==> config.mk <==
export PLATFORM = sky130hd
export DESIGN_NAME = sfx_scheduler
export DESIGN_NICKNAME = d
export VERILOG_FILES = /design/src/rtl/sfx_pkg.sv /design/src/rtl/sfx_prio_enc.sv /design/src/rtl/sfx_scheduler.sv
export SDC_FILE = /design/constraint.sdc
export NUM_CORES = 1
export LEC_CHECK = 0
export ABC_AREA = 1
export CAP_MARGIN = 20
export CORE_AREA = 2 2 119 98
export CTS_CLUSTER_SIZE = 24
export DETAILED_ROUTE_END_ITERATION = 7
export DIE_AREA = 0 0 121 100
export DONT_BUFFER_PORTS = 1
export PLACE_DENSITY = 0.71
export SYNTH_ARGS = -nofsm -noshare
export SYNTH_HDL_FRONTEND = slang
export SYNTH_SLANG_ARGS = --single-unit
==> constraint.sdc <==
create_clock -name clk -period 4.3 [get_ports clk]
set_input_delay 0.86 -clock clk [delete_from_list [all_inputs] [get_ports clk]]
set_output_delay 0.86 -clock clk [all_outputs]
set_load 0.01 [all_outputs]
==> src/rtl/sfx_pkg.sv <==
// Shared constants for the sound-effect scheduler: source ids, clip layout
// in the shared sample ROM, FSM state type and the 16-bit saturator.
package sfx_pkg;

  localparam int NUM_SFX = 4;

  localparam logic [1:0] SFX_HIT  = 2'd0;
  localparam logic [1:0] SFX_MISS = 2'd1;
  localparam logic [1:0] SFX_LVL  = 2'd2;
  localparam logic [1:0] SFX_OVER = 2'd3;

  typedef enum logic {
    ST_IDLE = 1'b0,
    ST_PLAY = 1'b1
  } state_t;

  // Clips are stored back to back; 16000 words in total.
  function automatic logic [15:0] clip_base(input logic [1:0] id);
    logic [15:0] b;
    case (id)
      SFX_HIT:  b = 16'd0;
      SFX_MISS: b = 16'd1600;
      SFX_LVL:  b = 16'd3200;
      default:  b = 16'd8000;
    endcase
    return b;
  endfunction

  function automatic logic [15:0] clip_len(input logic [1:0] id);
    logic [15:0] l;
    case (id)
      SFX_HIT:  l = 16'd1600;
      SFX_MISS: l = 16'd1600;
      SFX_LVL:  l = 16'd4800;
      default:  l = 16'd8000;
    endcase
    return l;
  endfunction

  // 17'sh07fff = +32767, 17'sh18000 = -32768.
  function automatic logic signed [15:0] sat16(input logic signed [16:0] s);
    logic signed [15:0] r;
    if (s > 17'sh07fff)      r = 16'sh7fff;
    else if (s < 17'sh18000) r = 16'sh8000;
    else                     r = s[15:0];
    return r;
  endfunction

endpackage

==> src/rtl/sfx_prio_enc.sv <==
// Priority encoder over the effect candidate set; the highest set index wins.
module sfx_prio_enc
  import sfx_pkg::*;
(
  input  logic [NUM_SFX-1:0] vec,
  output logic [1:0]         idx,
  output logic               valid
);

  always_comb begin
    idx   = 2'd0;
    valid = 1'b0;
    for (int i = 0; i < NUM_SFX; i++) begin
      if (vec[i]) begin
        idx   = 2'(i);
        valid = 1'b1;
      end
    end
  end

endmodule

==> src/rtl/sfx_scheduler.sv <==
// Sound-effect scheduler: arbitrates effect requests onto the shared clip ROM,
// steps addresses once per sample tick and mixes the clip over ducked music.
module sfx_scheduler
  import sfx_pkg::*;
#(
  parameter int SAMPLE_DIV = 31250,
  parameter int ROM_AW     = 16
) (
  input  logic                clk,
  input  logic                rst,
  input  logic [3:0]          req,
  input  logic                sfx_en,
  input  logic signed [15:0]  bgm_sample,
  output logic [ROM_AW-1:0]   rom_addr,
  input  logic signed [15:0]  rom_data,
  output logic signed [15:0]  mix_out,
  output logic                sample_valid,
  output logic                sfx_busy,
  output logic [1:0]          playing_id,
  output logic                clip_done
);

  localparam int CW = (SAMPLE_DIV > 1) ? $clog2(SAMPLE_DIV) : 1;
  localparam logic [CW-1:0] CNT_LAST = CW'(SAMPLE_DIV - 1);

  logic [CW-1:0]        cnt_q, cnt_d;
  state_t               state_q, state_d;
  logic [3:0]           pending_q, pending_d;
  logic [ROM_AW-1:0]    rom_addr_q, rom_addr_d;
  logic [15:0]          remaining_q, remaining_d;
  logic [1:0]           playing_id_q, playing_id_d;
  logic                 clip_done_q, clip_done_d;
  logic [2:0]           tick_pipe_q, tick_pipe_d;
  logic signed [15:0]   sfx_sample_q, sfx_sample_d;
  logic                 active_q, active_d;
  logic signed [15:0]   mix_q, mix_d;
  logic                 sample_valid_q, sample_valid_d;

  logic                 tick;
  logic                 do_load;
  logic [3:0]           play_mask;
  logic [3:0]           req_eff;
  logic [3:0]           cand;
  logic [1:0]           win_id;
  logic                 win_valid;
  logic signed [15:0]   bgm_eff;
  logic signed [16:0]   mix_sum;

  assign tick = (cnt_q == CNT_LAST);

  // A request for the clip already playing is dropped outright.
  assign play_mask = (state_q == ST_PLAY) ? (4'b0001 << playing_id_q) : 4'b0000;
  assign req_eff   = sfx_en ? (req & ~play_mask) : 4'b0000;
  assign cand      = sfx_en ? (pending_q | req_eff) : 4'b0000;

  sfx_prio_enc u_prio (
    .vec   (cand),
    .idx   (win_id),
    .valid (win_valid)
  );

  always_comb begin
    cnt_d        = tick ? '0 : cnt_q + CW'(1);
    state_d      = state_q;
    pending_d    = sfx_en ? (pending_q | req_eff) : 4'b0000;
    rom_addr_d   = rom_addr_q;
    remaining_d  = remaining_q;
    playing_id_d = playing_id_q;
    clip_done_d  = 1'b0;
    do_load      = 1'b0;

    if (tick) begin
      case (state_q)
        ST_IDLE: begin
          if (win_valid) do_load = 1'b1;
        end
        ST_PLAY: begin
          if (!sfx_en) begin
            state_d = ST_IDLE;
          end else if (win_valid && (win_id > playing_id_q)) begin
            do_load = 1'b1;
          end else if (remaining_q == '0) begin
            // Chain straight into the next queued clip with no silent period.
            clip_done_d = 1'b1;
            if (win_valid) do_load = 1'b1;
            else           state_d = ST_IDLE;
          end else begin
            rom_addr_d  = rom_addr_q + ROM_AW'(1);
            remaining_d = remaining_q - 16'd1;
          end
        end
      endcase
    end

    if (do_load) begin
      state_d           = ST_PLAY;
      rom_addr_d        = ROM_AW'(clip_base(win_id));
      remaining_d       = clip_len(win_id) - 16'd1;
      playing_id_d      = win_id;
      pending_d[win_id] = 1'b0;
    end
  end

  // Sample pipeline: address at E0, ROM data at E1, capture at E2, mix at E3.
  always_comb begin
    tick_pipe_d  = {tick_pipe_q[1:0], tick};
    sfx_sample_d = sfx_sample_q;
    active_d     = active_q;
    if (tick_pipe_q[1]) begin
      active_d     = (state_q == ST_PLAY);
      sfx_sample_d = (state_q == ST_PLAY) ? rom_data : 16'sd0;
    end

    bgm_eff        = active_q ? (bgm_sample >>> 1) : bgm_sample;
    mix_sum        = {sfx_sample_q[15], sfx_sample_q} + {bgm_eff[15], bgm_eff};
    mix_d          = tick_pipe_q[2] ? sat16(mix_sum) : mix_q;
    sample_valid_d = tick_pipe_q[2];
  end

  always_ff @(posedge clk or posedge rst) begin
    if (rst) begin
      cnt_q          <= '0;
      state_q        <= ST_IDLE;
      pending_q      <= 4'b0000;
      rom_addr_q     <= '0;
      remaining_q    <= 16'd0;
      playing_id_q   <= 2'd0;
      clip_done_q    <= 1'b0;
      tick_pipe_q    <= 3'b000;
      sfx_sample_q   <= 16'sd0;
      active_q       <= 1'b0;
      mix_q          <= 16'sd0;
      sample_valid_q <= 1'b0;
    end else begin
      cnt_q          <= cnt_d;
      state_q        <= state_d;
      pending_q      <= pending_d;
      rom_addr_q     <= rom_addr_d;
      remaining_q    <= remaining_d;
      playing_id_q   <= playing_id_d;
      clip_done_q    <= clip_done_d;
      tick_pipe_q    <= tick_pipe_d;
      sfx_sample_q   <= sfx_sample_d;
      active_q       <= active_d;
      mix_q          <= mix_d;
      sample_valid_q <= sample_valid_d;
    end
  end

  assign rom_addr     = rom_addr_q;
  assign mix_out      = mix_q;
  assign sample_valid = sample_valid_q;
  assign sfx_busy     = (state_q == ST_PLAY);
  assign playing_id   = playing_id_q;
  assign clip_done    = clip_done_q;

endmodule

==> run summary <==
Post-synth EDFFs = 0
Drt wl/cell = 14.3 um
Syn nets = 831
Kind of end point of the critical path = register
Final hold viol count = 0
Initial Util = 0.530
Final Slew Violations = 0
Final HPWL DP = 9910 um
Pin count of the biggest net entering global routing = 72
Residual DRC count = 0
Final wirelength = 13100 um
Clk sinks = 92
FILL cells = 982
GRT Residual Overflow = 0
Pwr Total = 0.00200 W
Setup CP Type = reg -> reg
Top-area cell type share of the netlist area = 0.392
Clock skew = 7.80 ps
First-pass GRT wire length = 22300 um
Post-Syn Area per Cell = 7.64 um2
Required time of the critical path = 4540 ps
Antenna Diode Count = 0
DIE AREA = 12100 um2
Worst Tran Pin Value = 965 ps
Setup TNS = 0 ps
CTS tree = done
Most common cell in the netlist = nand2_1
Initial antenna violation count = 0
Worst slew margin = 0.357
GRT Util Overall = 0.232
Critical Path Source Type = register
Hold Buf Count CTS = 0
Core Rows = 35
Power Density = 319 nW/um2
FF+latch count, synth = 92
GPL Wtd Cong = 0.896
Static Leakage = 3.04 nW
Avg Vias per Cell = 5.23
Fin nets = 824
F_max = 270 MHz
H-tree levels = 3
I/O pins = 76
Sequential share of power = 0.450
Commonest cells post-synth = nand2_1 (219), dfrtp_1 (92), inv_1 (83)
Clock slew at reported path FFs = 70 ps
Synth Instances = 769
Post-layout min period = 3710 ps
Max Cap Violations = 0
Sequential share of the synthesized area = 0.392
Main area contributors after synthesis = dfrtp_1 (39%), nand2_1 (14%), inv_1 (5.3%)
Worst skew pair latency = 350 ps
Period utilisation layout = 0.862
# Post-CTS Setup Buffers = 0
Final worst slack = 591 ps
Resize count post-CTS = 0
Chip Width = 121 um
CTS buffer count = 9
Clock share of power = 0.430
Max clock buf depth = 2
Vias in the first global route = 4545
DP Worst Slack = 431 ps
Unrepaired setup endpoints after global routing = no
Biggest area consumer among synthesized cells = dfrtp_1
IO Port Bufs = 0
Footprint of the multi-input gates = 3080 um2
Initial DRC Count = 344
Routed Antenna Nets = 0
CTS root buffer = clkbuf_16
Core box area = 11100 um2
Comb power frac = 0.120
VDD IR max = 0.269 mV
CP arrival = 3950 ps
Main synth FF type = dfrtp_1
Critical-path maximum fanout = 9
Chip height = 100 um
First-pass detailed-route iteration total = 5
Post-synthesis cell type count = 52
Synthesis-to-finish area growth = 6.84%
Sw Share = 0.256
YS warnings = 0
Hold WC Path Type = reg -> reg
Outcome = finished clean
Final setup viols = 0
FF/Latch Area = 2300 um2
Psw = 0.000513 W
Share of cells above drive strength 1 = 0.112
Async SR Flop Fraction = 1.00
Via count = 4782
Internal power = 0.00149 W
Mapped cell area = 5880 um2
## cell families (layout without fill, tap and decap cells)
| kind of cell | Yosys count | after routing | synth area share |
|---|---|---|---|
| flops | 92 | 92 | 0.392 |
| buf+inv | 118 | 116 | 0.0841 |
| fa+ha+maj | 23 | 23 | 0.0503 |
| compound gates | 102 | 102 | 0.107 |
| xor+xnor | 32 | 32 | 0.0490 |
| simple gates | 402 | 402 | 0.318 |
## power by group through the flow
stage	logic (W)	registers, W	clock network [W]
3_5_place_dp	0.000240	0.000918	0
2_1_floorplan	0.000202	0.000914	0
4_1_cts	0.000241	0.000901	0.000888
5_1_grt	0.000276	0.000904	0.000914
6_report	0.000240	0.000902	0.000862
3_3_place_gp	0.000236	0.000917	0
## flip-flops by register name, summed over array words and instances (netlist names), 2 cells and up
name	flops
pending_q	4
tick_pipe_q	3
rom_addr	16
cnt_q	15
sfx_sample_q	16
remaining_q	16
mix_out	16
playing_id	2
## critical path: stages (launching register included)
cell      delay [ps]
dfrtp_1          500
inv_2             80
nand3_1           70
nand2_1           60
nand2_1           80
nand2_1           90
nor2_1           130
nor2_1            80
ha_1             270
a22oi_1          410
inv_1            140
a31oi_4          220
nand2_2          180
nand2_1          130
ha_1             190
nor4b_1          410
nand4_1          190
clkinv_1         100
nand2_1           90
o21ai_1          130
nand2_1           60
## layer usage
layer	share of wire	vias up	track usage
li1	-	2449	-
met1	0.50	2198	0.344
met2	0.42	124	0.336
met3	0.061	11	0.0585
met4	0.012	0	0.0698
met5	0	-	0
## per-stage QoR
step                      instances  utilization  instance area (um2)  hold slack, ps
after floorplan                 769            -                 5880             331
after global placement          899        0.537                 5950             334
after detailed placement        899        0.537                 5950             336
after CTS                       915        0.567                 6280             344
after global routing            915        0.567                 6280             351
final                           915        0.567                 6280             349
## final timing paths
| kind | from | end | slack (ps) | depth (start not counted) |
|---|---|---|---|---|
| hold reg to reg | tick_pipe_q[0] | tick_pipe_q[1] | 350 | 0 |
| setup / recovery | playing_id[1] | remaining_q[14] | 590 | 20 |
| hold / removal | tick_pipe_q[0] | tick_pipe_q[1] | 350 | 0 |
| min in group asynchronous | rst | sfx_sample_q[3] | 570 | 1 |
| setup reg to reg | playing_id[1] | remaining_q[14] | 590 | 20 |
| max in group asynchronous | rst | mix_out[10] | 2870 | 2 |
## area by class of cell
cell class,instances,share of cell area
multi-input cells,559,0.491
flip-flops and latches,92,0.367
inverters,98,0.0590
clock buffers,10,0.0381
well taps,148,0.0295
clock inverters,6,0.0138
repair buffers,2,0.00239
## cells in the final DEF (no fill, tap or decap), types with 22 or more instances in the layout
master and n:
nand2_1 219, inv_1 82, o21ai_0 39, a21oi_1 29, xor2_1 25, nor2_1 67, dfrtp_1 92, ha_1 22
nand3_1 48
Note: power is estimated with default switching activity, not from simulation.
